$ cat src/rtl/cpu_pkg.sv
// cpu_pkg: widths, NOP encoding and the {pc, instr} entry type shared across the IF/ID boundary.
`default_nettype none

package cpu_pkg;

    localparam int CPU_PC_W    = 32;
    localparam int CPU_INSTR_W = 32;

    localparam logic [CPU_INSTR_W-1:0] INSTR_NOP = 32'h0000_0000;

    typedef struct packed {
        logic [CPU_PC_W-1:0]    pc;
        logic [CPU_INSTR_W-1:0] instr;
    } fetch_entry_t;

endpackage : cpu_pkg

`default_nettype wire

$ cat src/rtl/iq_regfile.sv
// iq_regfile: DEPTH-entry storage for the fetch queue; synchronous write, asynchronous read, no reset.
`default_nettype none

module iq_regfile
    import cpu_pkg::*;
#(
    parameter int  DEPTH   = 4,
    parameter type ENTRY_T = fetch_entry_t
) (
    input  logic                     clk,
    input  logic                     we_i,
    input  logic [$clog2(DEPTH)-1:0] waddr_i,
    input  ENTRY_T                   wdata_i,
    input  logic [$clog2(DEPTH)-1:0] raddr_i,
    output ENTRY_T                   rdata_o
);

    ENTRY_T mem_q [DEPTH];

    always_ff @(posedge clk) begin
        if (we_i) begin
            mem_q[waddr_i] <= wdata_i;
        end
    end

    assign rdata_o = mem_q[raddr_i];

endmodule : iq_regfile

`default_nettype wire

$ cat src/rtl/instr_fetch_queue.sv
// instr_fetch_queue: circular {pc, instr} queue between fetch and decode, with flush on redirect.
// Define INSTR_FETCH_QUEUE_BYPASS_EN for a zero-latency path from push to pop when empty.
`default_nettype none

module instr_fetch_queue
    import cpu_pkg::*;
#(
    parameter int DEPTH   = 4,
    parameter int PC_W    = CPU_PC_W,
    parameter int INSTR_W = CPU_INSTR_W
) (
    input  logic                       clk,
    input  logic                       rst,
    input  logic                       push_valid,
    output logic                       push_ready,
    input  logic [PC_W-1:0]            push_pc,
    input  logic [INSTR_W-1:0]         push_instr,
    output logic                       pop_valid,
    input  logic                       pop_ready,
    output logic [PC_W-1:0]            pop_pc,
    output logic [INSTR_W-1:0]         pop_instr,
    input  logic                       flush,
    output logic [$clog2(DEPTH):0]     count,
    output logic                       full,
    output logic                       empty
);

    localparam int AW      = $clog2(DEPTH);
    localparam int PTR_W   = AW + 1;
    localparam int ENTRY_W = PC_W + INSTR_W;

    logic [PTR_W-1:0]   wr_ptr_q, wr_ptr_d;
    logic [PTR_W-1:0]   rd_ptr_q, rd_ptr_d;
    logic [ENTRY_W-1:0] w_rd_entry;
    logic               w_push_fire;
    logic               w_pop_fire;
    logic               w_bypass;
    logic               w_we;

    assign empty      = (wr_ptr_q == rd_ptr_q);
    assign full       = (wr_ptr_q[AW-1:0] == rd_ptr_q[AW-1:0]) && (wr_ptr_q[AW] != rd_ptr_q[AW]);
    assign count      = wr_ptr_q - rd_ptr_q;
    assign push_ready = !full && !rst;

`ifdef INSTR_FETCH_QUEUE_BYPASS_EN
    assign w_bypass = empty && push_valid && !flush && !rst;
`else
    assign w_bypass = 1'b0;
`endif

    assign w_push_fire = push_valid && push_ready;
    // Pops only move rd_ptr when the head actually lives in storage.
    assign w_pop_fire  = !empty && pop_ready;
    assign w_we        = w_push_fire && !flush && !(w_bypass && pop_ready);
    assign pop_valid   = !empty || w_bypass;

    always_comb begin
        pop_pc    = '0;
        pop_instr = INSTR_W'(INSTR_NOP);
        if (!empty) begin
            pop_pc    = w_rd_entry[ENTRY_W-1:INSTR_W];
            pop_instr = w_rd_entry[INSTR_W-1:0];
        end else if (w_bypass) begin
            pop_pc    = push_pc;
            pop_instr = push_instr;
        end
    end

    always_comb begin
        wr_ptr_d = wr_ptr_q;
        rd_ptr_d = rd_ptr_q;
        if (flush) begin
            wr_ptr_d = '0;
            rd_ptr_d = '0;
        end else begin
            if (w_we) begin
                wr_ptr_d = wr_ptr_q + PTR_W'(1);
            end
            if (w_pop_fire) begin
                rd_ptr_d = rd_ptr_q + PTR_W'(1);
            end
        end
    end

    always_ff @(posedge clk) begin
        if (rst) begin
            wr_ptr_q <= '0;
            rd_ptr_q <= '0;
        end else begin
            wr_ptr_q <= wr_ptr_d;
            rd_ptr_q <= rd_ptr_d;
        end
    end

    iq_regfile #(
        .DEPTH   (DEPTH),
        .ENTRY_T (logic [ENTRY_W-1:0])
    ) u_regfile (
        .clk     (clk),
        .we_i    (w_we),
        .waddr_i (wr_ptr_q[AW-1:0]),
        .wdata_i ({push_pc, push_instr}),
        .raddr_i (rd_ptr_q[AW-1:0]),
        .rdata_o (w_rd_entry)
    );

endmodule : instr_fetch_queue

`default_nettype wire
$ cat config.mk
export PLATFORM = sky130hd
export DESIGN_NAME = instr_fetch_queue
export DESIGN_NICKNAME = d
export VERILOG_FILES = /design/src/rtl/cpu_pkg.sv /design/src/rtl/iq_regfile.sv /design/src/rtl/instr_fetch_queue.sv
export SDC_FILE = /design/constraint.sdc
export NUM_CORES = 1
export LEC_CHECK = 0
export BUFFER_PORTS_ARGS = -buffer_cell sky130_fd_sc_hd__buf_2
export CAP_MARGIN = 20
export CORE_MARGIN = 2
export CORE_UTILIZATION = 61
export CTS_CLUSTER_DIAMETER = 200
export CTS_CLUSTER_SIZE = 30
export DETAILED_ROUTE_END_ITERATION = 8
export HOLD_SLACK_MARGIN = 0.15
export PLACE_DENSITY_LB_ADDON = 0.12
export REMOVE_ABC_BUFFERS = 1
export SLEW_MARGIN = 10
export SYNTH_ARGS = -nofsm -noshare
export SYNTH_HDL_FRONTEND = slang
export SYNTH_SLANG_ARGS = --single-unit
$ cat constraint.sdc
create_clock -name clk -period 24 [get_ports clk]
set_input_delay 6 -clock clk [delete_from_list [all_inputs] [get_ports clk]]
set_output_delay 6 -clock clk [all_outputs]
set_load 0.1 [all_outputs]
Word-level counts from Yosys, hierarchy flattened
Memory sizes are Yosys's and may differ from the RTL's. A register that Yosys moved wholly into a read port is not among the register bits.
Cells that the tools add are included.

storage, ports and cells
  flip-flop bits (word level) = 6
  bits in writable memories = 256
  memories kept = 1

cells by class
  add/sub/neg operators = 3
  eq/ne operators = 3
  muxes and demuxes = 6
  reductions and logical operators = 10

memories
  name             words  bits a word  rd ports  clocked after memory_dff  wr ports  line              RTL
  u_regfile.mem_q  4      64           1         1                         1         iq_regfile.sv:18  ENTRY_T mem_q [DEPTH];

operator list
  operator             number
  $mux 32              2
  $add 3x1->3 const B  2
  $logic_and 1x1->1    5
  $logic_not 1->1      4
  $mux 2               2
  $eq 3x3->1           1
  $sub 3x3->3          1
  $eq 2x2->1           1
  $mux 1               2
  $reduce_or 2->1      1
  $ne 1x1->1           1

Logic depth before layout (Yosys ltp)
  depth after elaboration = 8
  gate-level depth with buffers = 7
  mapped depth without buffers = 6

Modules after synthesis
A second synthesis with hierarchy kept.

second synthesis, totals
  cells, all modules = 462
  area, all modules = 10244.8 µm²

modules (own cells, without submodules)
  module             instances  cells each  area each (µm²)  seq. area each (µm²)
  iq_regfile         1          338         9341.5           7687.4
  instr_fetch_queue  1          124         903.4            120.1

Worst setup path after synthesis
Ideal clock, no wire load.

  kind = in2out
  start = in rst
  end = out push_ready
  data arrival time = 7.253 ns
  required time = 18.000 ns
  setup slack = 10.747 ns
  cell stages on the path = 1
  buffers on the path = 0
  cells stage by stage = nor2_1

on the way
  cells in the longest elaborated chain, start to end = 2

ends and longest elaborated chain
  element            line                     RTL
  start, declared    instr_fetch_queue.sv:13  input logic rst,
  $logic_not 1->1    instr_fetch_queue.sv:43  assign push_ready = !full && !rst;
  $logic_and 1x1->1  instr_fetch_queue.sv:43
  end, declared      instr_fetch_queue.sv:15  output logic push_ready,

No other way between the ends.

Final worst setup path
Same ends and word-level chain as after synthesis.

==> results_dict.tcl <==
set metrics [dict create \
    clkTransAtPathRegs_ns 0.10 \
    grt_pass1_vias 5001 \
    insertion_delay_ns 0.48 \
    h-tree-depth 1 \
    mostFrequentLayoutCells "edfxtp_1 (256), buf_2 (139), mux4_2 (64), nor2b_1 (64), clkbuf_16 (13)" \
    first_iter_violations 331 \
    post_cts_resized 0 \
    outcome "completed" \
    drive_gt1_share_pct 37.95 \
    worst_pin_slew_ns 1.030 \
    fin_crit_sh_pct 52.65 \
    setup_tns_ns 0 \
    cts-hold-fix-buffers 0 \
    synthTopCellsByArea "edfxtp_1 (75%), mux4_2 (14%), nor2b_1 (3.9%)" \
    path_delay_family "buffers and inverters" \
    cts_sinks 264 \
    cts_tree "yes" \
    syn2layout_area_growth_pct 12.19 \
    drc 0 \
    grt_usage_pct 20.19 \
    cts_buffers 12 \
    critPathKind "in2out" \
    wirelength_um 17580 \
    dieArea_um2 17790 \
    crit_top_cell "buf_2" \
    wl_per_cell_um 21.26 \
    setup_viol 0 \
    crit_arrival_ns 6.64 \
    start_util_pct 62.01 \
    grt_max_degree 65 \
    hold_path_depth 2 \
    cp_num_buf_inv 2 \
    core_area_um2 16470 \
    cp_slowest_stage_delay_ns 0.42 \
    rr_endpoint "u_regfile.mem_q[2][57]" \
    crit_fanout 5 \
    cp-end-kind "output pin" \
    synth.distinct_cells 28 \
    die_w_um 133.4 \
    regToRegSetupSlack_ns 21.46 \
    fin_skew_ns 0.01440 \
    cp_slowest_cell "buf_2" \
    rsz0062_at_grt "false" \
    cts-root-buf "clkbuf_16" \
    synth_top_area_share_pct 75.28 \
    dpl.hpwl_um 9923 \
    route.antenna.remaining_nets 0 \
    leakagePower_nw 3.851 \
    nNetsFinal 679 \
    startpoint_type "input port" \
    die_y_um 133.4 \
    hp-class "reg2reg" \
    grt_pass1_wl_um 27190 \
    syn_area_per_cell_um2 21.87 \
    finalHoldViolCount 0 \
    ir_worst_vdd_v 0.00007397 \
    place_inst 808 \
    ys_seq_elements 264 \
    syn-instance-count 467 \
    grt_antenna_before_repair 0 \
    slew_headroom_pct 31.34 \
    hold_end "wr_ptr_q[0]" \
    synth_seq_area_share_pct 76.85 \
    max_cap_violations 0 \
    synth_area_leader_cell "edfxtp_1" \
    fmax_ghz 0.07913 \
    syn_area_um2 10210 \
    place.port_buffers 139 \
    slew_viol_final 0 \
    fillers 1075 \
    hold_start "wr_ptr_q[0]" \
    drtPass1Iterations 4 \
    yosys_warnings 0 \
    finalCriticalPeriod_ns 12.64 \
    rr_worst_depth 5 \
    cts_buffer_depth 3 \
    r2r_start "wr_ptr_q[0]" \
    vias 4712 \
    final_cells 827 \
    grt_overflow 0 \
    io_pins 140 \
    p_per_area_nw_per_um2 71.53 \
    rows 47 \
    post-cts-setup-buffers 0 \
    final_common_cell "edfxtp_1" \
    crit_required_ns 18.00 \
    viasPerCell 5.698 \
    cp_cell_sequence "buf_2 > nor2_1 > buf_2" \
    gp_congestion 0.8340 \
]
[per-layer routing]
metal  GRT usage (%)  wire length [um]
met5               0                 0
met4           4.433               205
met3           3.653              1070
met2           34.79              9302
met1           27.62              7000
[stage by stage]
stage / utilization [%] / hold WS, ns / power, mW / instance area, um^2 / worst slack [ns]
2_1_floorplan: - / 0.4688 / 0.5825 / 10080 / 10.75
3_3_place_gp: 67.44 / 0.4872 / 0.6012 / 11100 / 11.35
3_5_place_dp: 67.44 / 0.5070 / 0.6029 / 11100 / 11.36
4_1_cts: 69.56 / 0.5225 / 0.8280 / 11450 / 11.36
5_1_grt: 69.56 / 0.5666 / 0.8453 / 11450 / 11.33
6_report: 69.57 / 0.5228 / 0.8194 / 11460 / 11.36
[logic make-up after synthesis]
logic type | synth area share [%]
XOR/XNOR | 0.2451
adder cells (fa/ha/maj) | 1.054
buffers and inverters | 1.642
AO/OA/AOI/OAI | 0.3921
AND/OR/NAND/NOR | 5.110
flip-flops | 76.85
multiplexers | 14.70
[sequential cells by signal, indices dropped and copies added, names as in the netlist, named ones only]
signal and flops:
rd_ptr_q 3, wr_ptr_q 3, u_regfile.mem_q 256
[cell usage after synthesis (all sizes together)]
master  instances
nor4            1
o21a            1
inv             9
a21boi          1
a21oi           1
nor2            3
edfxtp        256
and4            3
xor2            2
dfxtp           8
clkbuf          5
nor2b          64
nand4b          1
buf            17
or3             2
nand4           1
o211ai          2
mux2i           6
nand2          11
ha              7
mux4           64
and2            1
fa              1
[final cells by class]
cell class              count  area, um^2  area share [%]
flip-flops and latches    264        7855           68.57
multi-input cells         172        2215           19.33
repair buffers            143       725.7           6.335
clock buffers              17       340.3           2.971
well taps                 220       275.3           2.403
inverters                   9       33.78          0.2949
clock inverters             1       8.758         0.07645
diodes                      1       2.502         0.02184
[worst max-delay path by stage]
| stage | from | endpoint | cells after the start |
|---|---|---|---|
| 3_5_place_dp | rst | push_ready | 3 |
| 2_1_floorplan | rst | push_ready | 1 |
| 4_1_cts | rst | push_ready | 3 |
| 3_3_place_gp | rst | push_ready | 3 |
| 5_1_grt | rst | push_ready | 3 |
| 6_report | rst | push_ready | 3 |
[tightest hold or removal path: stages (launching register included)]
cell     delay (ns)
dfxtp_1        0.36
nand2_1        0.06
mux2i_1        0.06
[report_power, final]
group,switching [mW],internal [mW]
Combinational,0.0632,0.0170
Clock,0.127,0.101
Sequential,0.00202,0.509
Total,0.192,0.627
No activity file was read; power rests on OpenSTA's default activity.
